[src/rtl/seven_seg_scan_decoder.sv]
// Recovers hex nibbles and decimal points from a scanned, active-low seven-segment bus.
// Define SEVEN_SEG_BLANK_EN to accept the all-segments-off glyph as a legal blank digit.
module seven_seg_scan_decoder #(
    parameter int NUM_DIGITS    = 8,
    parameter int STABLE_CYCLES = 4
) (
    input  logic                    clk,
    input  logic                    reset,
    input  logic [7:0]              seg_in,
    input  logic [NUM_DIGITS-1:0]   an_in,
    input  logic                    err_clear,
    output logic [4*NUM_DIGITS-1:0] value_out,
    output logic [NUM_DIGITS-1:0]   dp_out,
    output logic [NUM_DIGITS-1:0]   digit_valid,
    output logic                    frame_valid,
    output logic                    pattern_err,
    output logic [2:0]              err_digit
);

    localparam int            CW      = $clog2(STABLE_CYCLES + 1);
    localparam logic [CW-1:0] CNT_MAX = CW'(STABLE_CYCLES);

    logic [7:0]            seg_q, seg_p;
    logic [NUM_DIGITS-1:0] an_q, an_p;
    logic [CW-1:0]         cnt;
    logic [NUM_DIGITS-1:0] seen;

    logic                  an_ok;
    logic [3:0]            low_cnt;
    logic [2:0]            cur_idx;
    logic                  pair_same;
    logic [CW-1:0]         cnt_next;
    logic                  capture;
    logic                  glyph_hit;
    logic [3:0]            glyph_nib;
    logic                  glyph_blank;
    logic                  glyph_bad;
    logic [NUM_DIGITS-1:0] seen_next;
    logic                  frame_done;

    // NOTE: every signal written in an always_comb gets a default first; a path that
    // leaves one unassigned would infer a latch.
    always_comb begin
        low_cnt = 4'd0;
        cur_idx = 3'd0;
        for (int i = 0; i < NUM_DIGITS; i++) begin
            if (!an_q[i]) begin
                low_cnt = low_cnt + 4'd1;
                cur_idx = 3'(i);
            end
        end
        an_ok = (low_cnt == 4'd1);
    end

    // Inverse of the standard active-low hex glyph set; the dp bit is ignored.
    always_comb begin
        glyph_hit = 1'b1;
        glyph_nib = 4'h0;
        case (seg_q[6:0])
            7'h40:   glyph_nib = 4'h0;
            7'h79:   glyph_nib = 4'h1;
            7'h24:   glyph_nib = 4'h2;
            7'h30:   glyph_nib = 4'h3;
            7'h19:   glyph_nib = 4'h4;
            7'h12:   glyph_nib = 4'h5;
            7'h02:   glyph_nib = 4'h6;
            7'h78:   glyph_nib = 4'h7;
            7'h00:   glyph_nib = 4'h8;
            7'h10:   glyph_nib = 4'h9;
            7'h08:   glyph_nib = 4'hA;
            7'h03:   glyph_nib = 4'hB;
            7'h46:   glyph_nib = 4'hC;
            7'h21:   glyph_nib = 4'hD;
            7'h06:   glyph_nib = 4'hE;
            7'h0E:   glyph_nib = 4'hF;
            default: glyph_hit = 1'b0;
        endcase
    end

`ifdef SEVEN_SEG_BLANK_EN
    assign glyph_blank = (seg_q[6:0] == 7'h7F);
`else
    assign glyph_blank = 1'b0;
`endif

    assign glyph_bad = !glyph_hit && !glyph_blank;
    assign pair_same = (an_q == an_p) && (seg_q == seg_p);

    always_comb begin
        if (!an_ok)
            cnt_next = '0;
        else if (!pair_same)
            cnt_next = CW'(1);
        else if (cnt == CNT_MAX)
            cnt_next = cnt;
        else
            cnt_next = cnt + CW'(1);
    end

    // The "changed" term keeps STABLE_CYCLES=1 capturing once per new pair.
    assign capture    = an_ok && (cnt_next == CNT_MAX) && (!pair_same || (cnt != CNT_MAX));
    assign seen_next  = seen | ({NUM_DIGITS{capture}} & ~an_q);
    assign frame_done = capture && (&seen_next);

    // NOTE: state is updated with non-blocking assignments so every register samples
    // the pre-edge values, independent of statement order.
    always_ff @(posedge clk) begin
        if (reset) begin
            seg_q       <= '0;
            an_q        <= '0;
            seg_p       <= '0;
            an_p        <= '0;
            cnt         <= '0;
            seen        <= '0;
            value_out   <= '0;
            dp_out      <= '0;
            digit_valid <= '0;
            frame_valid <= 1'b0;
            pattern_err <= 1'b0;
            err_digit   <= 3'd0;
        end else begin
            seg_q       <= seg_in;
            an_q        <= an_in;
            seg_p       <= seg_q;
            an_p        <= an_q;
            cnt         <= cnt_next;
            frame_valid <= frame_done;
            seen        <= frame_done ? '0 : seen_next;

            if (capture) begin
                dp_out[cur_idx]      <= ~seg_q[7];
                digit_valid[cur_idx] <= glyph_hit;
                if (glyph_hit)
                    value_out[{cur_idx, 2'b00} +: 4] <= glyph_nib;
            end

            // A bad capture outranks a simultaneous clear.
            if (capture && glyph_bad) begin
                pattern_err <= 1'b1;
                err_digit   <= cur_idx;
            end else if (err_clear) begin
                pattern_err <= 1'b0;
                err_digit   <= 3'd0;
            end
        end
    end

endmodule

[config.mk]
export PLATFORM = sky130hd
export DESIGN_NAME = seven_seg_scan_decoder
export DESIGN_NICKNAME = d
export VERILOG_FILES = /design/src/rtl/seven_seg_scan_decoder.sv
export SDC_FILE = /design/constraint.sdc
export NUM_CORES = 1
export LEC_CHECK = 0
export ABC_CLOCK_PERIOD_IN_PS = 6500
export CORE_ASPECT_RATIO = 1.25
export CORE_MARGIN = 5
export CORE_UTILIZATION = 57
export CTS_BUF_LIST = sky130_fd_sc_hd__clkbuf_2
export DETAILED_ROUTE_END_ITERATION = 6
export PLACE_DENSITY = 0.92
export SYNTH_ARGS = -nofsm -noshare
export SYNTH_HDL_FRONTEND = slang
export SYNTH_SLANG_ARGS = --single-unit
[constraint.sdc]
create_clock -name clk -period 6.5 [get_ports clk]
set_input_delay 1.625 -clock clk [delete_from_list [all_inputs] [get_ports clk]]
set_output_delay 1.625 -clock clk [all_outputs]
set_load 0.02 [all_outputs]
==> flow_summary.ini <==
[outcome]
status = complete, but fails checks
violations = DRC

[critical_path]
crit_buf_inv = 1
path_cells = inv_1 -> ha_1 -> xnor2_1 -> ha_1 -> nand2b_1 -> nand2_1 -> ha_1 -> mux2_2 -> ha_1 -> nor2b_1 -> a21o_1 -> ha_1 -> mux2_2 -> ha_1 -> nor2_1 -> a21oi_1 -> mux2_4 -> nor4b_1 -> nand3_1 -> mux2_2
cp_slowest_cell = nor4b_1
endpoint_kind = flip-flop
start_kind = flip-flop
crit_top_cell = ha_1
arrival_ns = 6.23
max_stage_delay_ns = 0.73
required_ns = 7.00
cp_max_fo = 25
path_class = flip-flop to flip-flop
critPathTopFamily = adder cells

[yosys]
synth_top_family_by_area = simple AND/OR/NAND/NOR gates
synth_edf_count = 0
yosys_warnings = 0
syn_area_per_cell_sq_um = 8.733
yosysUniqueCellTypes = 64
synthAdderAreaFrac = 0.03458
synth_top_area_frac = 0.3794
syn-cell-area_sq_um = 5065
ys_seq_area_frac = 0.3794
synth-xor-area-share = 0.06398
syn-instance-count = 580
yosys-top-cells-area = dfxtp_1 (38%), mux2i_1 (7.7%), nand2_1 (4.8%)
synthSimpleGateAreaFrac = 0.2754
synth_mux_area_frac = 0.09560
asyncSetResetFlopFracSynth = 0
synth_area_leader_cell = dfxtp_1
syn_nets = 613
synth-seq-cells = 96
synthFlopType = dfxtp_1
synth_compound_area_frac = 0.1020

[placement]
globalplace.congestion = 0.9351
portBuffers = 71
hpwlAfterDp_um = 9352
dpl_cell_area_sq_um = 5804
dp_slack_ns = 0.8570

[route]
via_count = 4507
wl_per_cell_um = 17.53
top_layer_used = met4
dr.pass1.iters = 7
finalWirelength_um = 13160
ant_nets = 0
drc_errors = 1
dr_wl_met3_um = 664
wl_met2_um = 6846
avgViaCountPerCell = 6.001
drtIter0Drc = 381
wl_met1_um = 5156

[pwr]
finalPower_uw = 1228
pwr_density_cell_nw_per_um2 = 208.4
ir_drop_mv = 0.1230
p_leak_uw = 0.002160

[floorplanning]
fp.dieW_um = 94.31
start_util = 0.5821
die_area_sq_um = 10880
rows = 38
die_y_um = 115.4
io_pins = 72
coreArea_sq_um = 8701

[global_routing]
grt_max_degree = 62
grt_use_total = 0.2399
grt_pass1_wl_um = 20600
grt_pass1_vias = 4349
antenna_found_initial = 1
gr-total-overflow = 0

[timing]
slew_viol_final = 0
hold_viol = 0
worstMarginPinSlew_ns = 0.7931
slew_headroom = 0.4638
finalSetupViolCount = 0
timing.final.crit_share = 0.8809
setup_slack_ns = 0.7744
max_freq_mhz = 174.7
fin_skew_ns = 0.01811
setup_tns_ns = 0
grt_setup_unrepaired = false
fin_crit_ns = 5.726

[layout]
fillers = 676
final_cell_mix = dfxtp_1 (96), clkdlybuf4s50_1 (70), nand2_1 (65), mux2i_1 (39), nor2_1 (36)
num-nets-final = 658
post-route-cell-area_sq_um = 5893
final_common_cell = dfxtp_1
syn2layout_area_growth_pct = 16.35
multi_input_area_sq_um = 2903
layout-drive-gt1-share = 0.07143
final-seq-area_sq_um = 1922

[clock_tree]
post_cts_resized = 0
clock-sinks = 96
cts_hold_buf = 0
cts_buffer_depth = 2
clock-root-buffer = clkbuf_2
worstSkewPairLatency_ns = 0.57
htree_levels = 3
cts_buffers = 9
clkTransAtPathRegs_ns = 0.25
cts_setup_buffers = 0
cts_tree = done

[run]
max_cap_viol_count = 0

[min_path]
holdCritPathClass = flip-flop to flip-flop
==> tightest hold or removal path, stage by stage, from the launching register on <==
cell,delay [ns]
dfxtp_1,0.37
nand2_1,0.05
mux2i_1,0.05
==> routing by layer <==
layer | vias up | track usage
met5 | - | 0
met4 | 0 | 0.1156
met3 | 44 | 0.03665
met2 | 180 | 0.4408
met1 | 2158 | 0.2673
li1 | 2125 | -
==> cells in the mapped netlist (5+ instances only) <==
library cell  count
a21oi_1          22
a31oi_1           9
and3_1            5
buf_1             5
buf_2             6
clkbuf_1         32
dfxtp_1          96
ha_1             14
inv_1            19
mux2_2            5
mux2i_1          39
nand2_1          65
nand2b_1         13
nand3_1          15
nand4_1          13
nor2_1           36
nor2b_1          35
nor3_1           12
nor3b_1           9
nor4_1            7
nor4b_1           6
o21ai_0           5
o31ai_1           8
or3_1             6
or4_1            12
xnor2_1          24
xor2_1            5
==> flip-flops by register name, summed over array words and instances (netlist names) <==
signal and count:
value_out 32, an_p 8, an_q 8, digit_valid 8, dp_out 8, seen 8, seg_p 8, seg_q 8
cnt 3, err_digit 3, frame_valid 1, pattern_err 1
==> path summary, 6_finish.rpt <==
kind         slack [ns]          from  cells past startpoint            end
max                0.77       an_q[0]                     20  value_out[18]
min                0.48  value_out[8]                      2   value_out[8]
max reg2reg        0.77       an_q[0]                     20  value_out[18]
min reg2reg        0.48  value_out[8]                      2   value_out[8]
==> report_power, final <==
group	switching [uW]	total [uW]	internal, uW
Sequential	22.9	625	602
Combinational	215	355	140
Clock	198	249	50.4
==> per-stage QoR <==
| step | std cells | hold WS (ns) | util |
|---|---|---|---|
| after global routing | 751 | 0.4932 | 0.6773 |
| after CTS | 750 | 0.4763 | 0.6770 |
| after detailed placement | 734 | 0.4492 | 0.6671 |
| after floorplan | 580 | 0.4315 | - |
| final | 751 | 0.4773 | 0.6773 |
| after global placement | 734 | 0.4428 | 0.6671 |
==> cell families (layout without fill, tap and decap cells) <==
family	count (synthesis)	after routing
AND/OR/NAND/NOR	254	254
flip-flops	96	96
AO/OA/AOI/OAI	73	73
buffers and inverters	64	114
multiplexers	47	47
XOR/XNOR	32	32
adder cells (fa/ha/maj)	14	14
other	0	1
==> final cells by class <==
cell class,instances,area share
clock buffers,10,0.008493
repair buffers,77,0.1274
flip-flops and latches,96,0.3261
inverters,21,0.01338
diodes,1,0.0004246
well taps,120,0.02548
clock inverters,6,0.006157
multi-input cells,420,0.4926
Note: power is estimated with default switching activity, not from simulation.
